==> src/rtl/i2s_pkg.sv <==
// Shared constants for the I2S transmitter: sample/slot sizing and the
// frame-counter bit positions that produce the serial clocks.
package i2s_pkg;
   localparam int SAMPLE_W     = 24;
   localparam int SLOT_W       = 32;
   localparam int FRAME_CYCLES = 2048;
   localparam int CNT_W        = $clog2(FRAME_CYCLES);
   localparam int MCLK_BIT     = 1;
   localparam int SCLK_BIT     = 4;
   localparam int LRCK_BIT     = 10;
endpackage

==> src/rtl/i2s_clk_div.sv <==
// Free-running frame counter plus the registered mclk/sclk/lrck taps.
// Every output comes from cnt through exactly one flop, so all three share the same latency.
module i2s_clk_div
   import i2s_pkg::*;
(
   input  logic             clk,
   input  logic             rst_n,
   output logic [CNT_W-1:0] cnt,
   output logic             mclk,
   output logic             sclk,
   output logic             lrck
);

   always_ff @(posedge clk) begin
      if (!rst_n) begin
         cnt  <= '0;
         mclk <= 1'b0;
         sclk <= 1'b0;
         lrck <= 1'b0;
      end else begin
         cnt  <= cnt + CNT_W'(1);
         mclk <= cnt[MCLK_BIT];
         sclk <= cnt[SCLK_BIT];
         lrck <= cnt[LRCK_BIT];
      end
   end

endmodule

==> src/rtl/i2s_tx.sv <==
// I2S master transmitter: one-deep holding register feeding an active stereo pair
// that is serialised MSB first with the standard one-bit delay after each lrck edge.
module i2s_tx #(
   parameter int SAMPLE_W = i2s_pkg::SAMPLE_W,
   parameter int SLOT_W   = i2s_pkg::SLOT_W
) (
   input  logic                clk,
   input  logic                rst_n,
   input  logic [SAMPLE_W-1:0] in_left,
   input  logic [SAMPLE_W-1:0] in_right,
   input  logic                in_valid,
   output logic                in_ready,
   output logic                underrun,
   output logic                mclk,
   output logic                sclk,
   output logic                lrck,
   output logic                sdata
);
   import i2s_pkg::*;

   localparam int SLOT_BITS = $clog2(SLOT_W);

   logic [CNT_W-1:0]     cnt;
   logic                 frame_end;
   logic                 accept;
   logic                 hold_valid;
   logic [SAMPLE_W-1:0]  hold_l, hold_r;
   logic [SAMPLE_W-1:0]  act_l, act_r;
   logic [SAMPLE_W-1:0]  sample_sel, sample_shift;
   logic [SLOT_BITS-1:0] slot;
   logic                 sdata_next;

   i2s_clk_div u_clk_div (
      .clk   (clk),
      .rst_n (rst_n),
      .cnt   (cnt),
      .mclk  (mclk),
      .sclk  (sclk),
      .lrck  (lrck)
   );

   // Handshake: a pair transfers on any cycle with in_valid & in_ready high; in_ready is
   // low while the holding register is full, and in_valid is then ignored (no overwrite).
   assign frame_end = (cnt == CNT_W'(FRAME_CYCLES - 1));
   assign in_ready  = rst_n & ~hold_valid;
   assign accept    = in_valid & in_ready;
   assign underrun  = rst_n & frame_end & ~hold_valid;
   assign slot      = cnt[SCLK_BIT+SLOT_BITS : SCLK_BIT+1];

   // Slot 0 is the I2S delay bit; slots past the sample width are padding.
   always_comb begin
      sample_sel   = cnt[LRCK_BIT] ? act_r : act_l;
      sample_shift = sample_sel << (slot - SLOT_BITS'(1));
      sdata_next   = 1'b0;
      if (slot != '0 && 32'(slot) <= SAMPLE_W)
         sdata_next = sample_shift[SAMPLE_W-1];
   end

   always_ff @(posedge clk) begin
      if (!rst_n) begin
         hold_valid <= 1'b0;
         hold_l     <= '0;
         hold_r     <= '0;
         act_l      <= '0;
         act_r      <= '0;
         sdata      <= 1'b0;
      end else begin
         sdata <= sdata_next;
         if (accept) begin
            hold_l     <= in_left;
            hold_r     <= in_right;
            hold_valid <= 1'b1;
         end else if (frame_end && hold_valid) begin
            act_l      <= hold_l;
            act_r      <= hold_r;
            hold_valid <= 1'b0;
         end
      end
   end

endmodule

==> config.mk <==
export PLATFORM = sky130hd
export DESIGN_NAME = i2s_tx
export DESIGN_NICKNAME = d
export VERILOG_FILES = /design/src/rtl/i2s_pkg.sv /design/src/rtl/i2s_clk_div.sv /design/src/rtl/i2s_tx.sv
export SDC_FILE = /design/constraint.sdc
export NUM_CORES = 1
export LEC_CHECK = 0
export ABC_CLOCK_PERIOD_IN_PS = 3160
export CELL_PAD_IN_SITES_DETAIL_PLACEMENT = 1
export CELL_PAD_IN_SITES_GLOBAL_PLACEMENT = 1
export CORE_MARGIN = 4
export CORE_UTILIZATION = 44
export CTS_CLUSTER_DIAMETER = 30
export CTS_CLUSTER_SIZE = 10
export DETAILED_ROUTE_END_ITERATION = 16
export DONT_BUFFER_PORTS = 1
export GPL_TIMING_DRIVEN = 0
export PLACE_DENSITY_LB_ADDON = 0.1
export SLEW_MARGIN = 15
export SYNTH_ARGS = -nofsm -noshare
export SYNTH_HDL_FRONTEND = slang
export SYNTH_SLANG_ARGS = --single-unit
==> constraint.sdc <==
create_clock -name clk -period 3.16 [get_ports clk]
set_input_delay 0.158 -clock clk [delete_from_list [all_inputs] [get_ports clk]]
set_output_delay 0.158 -clock clk [all_outputs]
set_load 0.01 [all_outputs]
==> results.yml <==
run_status:
  result_of_the_run: "finished clean"
yosys:
  ys_async_sr_fraction: 0
  yosys_warnings: 0
  post_synth_edffs: 0
  post_synth_instance_area_um2: 4640
  synth_top_area_cell: "dfxtp_1"
  synth_nets: 580
  synth_area_per_cell_um2: 8.82
  synthDistinctLibCells: 37
  synth_sequential_area_ratio: 0.484
  synth_top_area_share: 0.484
  yosys_most_used_dff: "dfxtp_1"
  synth.ff_latch_count: 112
  post_synth_main_area_contributors: "dfxtp_1 (48%), nand2_1 (16%), a21boi_0 (6.3%), nand3_1 (5.5%), mux4_2 (5.3%)"
  netlist_instances: 526
detailed_routing:
  post-route-drc-count: 0
  route.detailed.vias_per_inst: 5.08
  routed-via-count: 3689
  wire_per_inst_um: 16.2
  wl_um: 11700
  drc_violation_total_after_the_first_tritonroute_iteration: 147
  final_antenna_net_count: 0
  drt_pass1_iterations: 4
placed_design:
  weighted_congestion_at_the_end_of_routability_driven_global_placement: 0.819
  placement.io_buffers: 0
  postPlaceCellArea_um2: 4810
  dp.final_hpwl_um: 8480
  placedCellCount: 662
worst_setup_path:
  crit_top_cell: "buf_6"
  critical_path.slowest_cell: "mux4_2"
  wp_data_required_ps: 3410
  arrival_time_reported_for_the_critical_path_endpoint_ps: 2880
  worst_setup_path_end_kind: "flip-flop"
  cp_top_family: "compound AO/OA/AOI/OAI gates"
  cp_cell_sequence: "buf_6 > buf_6 > inv_1 > ha_1 > mux4_2 > nor2_1 > a311oi_1 > a2111oi_1 > a21oi_1"
  start_kind: "flip-flop"
  critical_path_buf_inv_count: 3
  cp_slowest_stage_delay_ps: 540
  path_class: "flip-flop to flip-flop"
  worstPathMaxFanout: 10
clock_network:
  post-cts-setup-buffer-count: 0
  clk_pin_slew_worst_paths_ps: 100
  cts_root_buffer: "clkbuf_8"
  clk-insertion-delay-late_ps: 380
  clkSinkCount: 112
  cts_max_level: 3
  cts_max_path_buffers: 2
  post_cts_resize_count: 0
  numCtsBuffers: 9
  cts_tree: "done"
global_routing:
  globalRouteTotalUtil: 0.203
  grt_pass1_wl_um: 20100
  grt_pass1_vias: 3963
  grt_max_degree: 20
  final_global_route_overflow_total: 0
  antenna_violations_before_repair: 0
timing:
  timing.final.setup_violations: 0
  worst_clk_skew_ps: 13.5
  slew_viol_final: 0
  maxSlewHeadroom: 0.623
  worstMarginPinSlew_ps: 566
  rsz0062_at_grt: "no"
  timing.final.crit_period_ps: 2630
  final-hold-violation-count: 0
  setup_total_negative_slack_ps: 0
  fin_crit_sh: 0.834
  achievable-frequency_mhz: 380
floorplanning:
  ios: 57
  die_height_um: 111
  start_util: 0.451
  fp.coreArea_um2: 10300
  die-width_um: 111
  fp.dieArea_um2: 12200
  placementRows: 37
layout:
  stdcell_count: 726
  most_common_cell_after_layout_fill_and_taps_aside: "nand2_1"
  utilization: 0.535
  num_antenna_cells: 0
  area_growth_pct: 18.6
  register_area_um2: 2240
  multiInputGateArea_um2: 2160
  finish.instance_area_um2: 5500
  layout.filler_cells: 1231
  final_layout_size_suffix_gt1_frac: 0.0966
  nets: 640
  final_cell_mix: "nand2_1 (197), dfxtp_1 (112), nand3_1 (51)"
pwr:
  power.ir.vdd_worst_uv: 288
  power.density_cell_area_nw_per_um2: 458
  p_leak_uw: 0.00213
  comb_power_share: 0.063
  power.switching_uw: 606
  power.clock.fraction: 0.347
  internal-power_uw: 1910
  seqPwrFrac: 0.590
  swShare: 0.241
job:
  cap_violations: 0
worst_hold_path:
  min-delay-path-class: "input pin to flip-flop"
[area by class of cell]
class / count / share of cell area
sequential: 112 / 0.408
multi-input combinational: 372 / 0.392
timing repair buffer: 49 / 0.0892
buffer: 39 / 0.0409
tap: 136 / 0.0309
clock buffer: 9 / 0.0225
clock inverter: 6 / 0.0143
inverter: 3 / 0.00205
[cells in the mapped netlist, types with 3 or more instances]
library cell,n
nor2_1,3
xor2_1,5
a21boi_2,10
a21boi_0,39
mux2i_1,8
buf_1,6
and2_1,11
mux4_2,11
nand2_1,197
clkbuf_1,18
xnor2_1,5
buf_2,7
inv_1,3
dfxtp_1,112
nand3_1,51
ha_1,3
buf_6,4
nor2b_1,4
[what timing repair did]
action / CTS / global route
endpoints found under the setup margin: 0 / 0
hold buffers: 49 / 0
endpoints found under the hold margin: 49 / 0
[registers in the layout, indices dropped and copies added, names as in the netlist, 11 cells and up]
name           count
u_clk_div.cnt     11
hold_l            24
act_r             24
hold_r            24
act_l             24
[worst paths after layout]
check	start	to	slack [ps]	cells past startpoint
max	u_clk_div.cnt[5]$_SDFF_PN0_	sdata$_SDFF_PN0_	530	9
min	rst_n	act_r[15]$_SDFFE_PN0P_	190	2
max reg2reg	u_clk_div.cnt[5]$_SDFF_PN0_	sdata$_SDFF_PN0_	530	9
min reg2reg	hold_l[20]$_SDFFE_PN0P_	hold_l[20]$_SDFFE_PN0P_	460	2
[worst register-to-register path, stage by stage (launching register included)]
cell and delay (ps):
dfxtp_1 370, buf_6 160, buf_6 180, inv_1 120
ha_1 390, mux4_2 540, nor2_1 110, a311oi_1 50
a2111oi_1 420, a21oi_1 160
[power by group through the flow]
stage               clock network, uW  registers (uW)  logic [uW]
global placement                    0            1520         104
global route                      952            1500         179
CTS                               906            1490         159
detailed placement                  0            1520         110
floorplan                           0            1510        80.7
finish                            875            1490         158
[routing by layer]
metal,track usage,routed length (um),part of all wire
met5,0,0,0
met4,0.0575,172,0.015
met3,0.0420,519,0.044
met2,0.357,5860,0.50
met1,0.251,5200,0.44
[logic make-up after synthesis]
logic type      Yosys count  synth area share
compound gates           56            0.0974
xor+xnor                 11            0.0224
fa+ha+maj                 3           0.00810
buf+inv                  42            0.0510
flops                   112             0.484
mux                      20            0.0731
simple gates            282             0.264
[per-stage QoR]
stage / power, uW / hold slack [ps] / setup WS [ps]
floorplan: 1590 / 257 / 930
global placement: 1620 / 259 / 584
detailed placement: 1630 / 264 / 595
CTS: 2550 / 177 / 562
global route: 2630 / 204 / 423
finish: 2520 / 192 / 525
No activity file was read; power rests on OpenSTA's default activity.
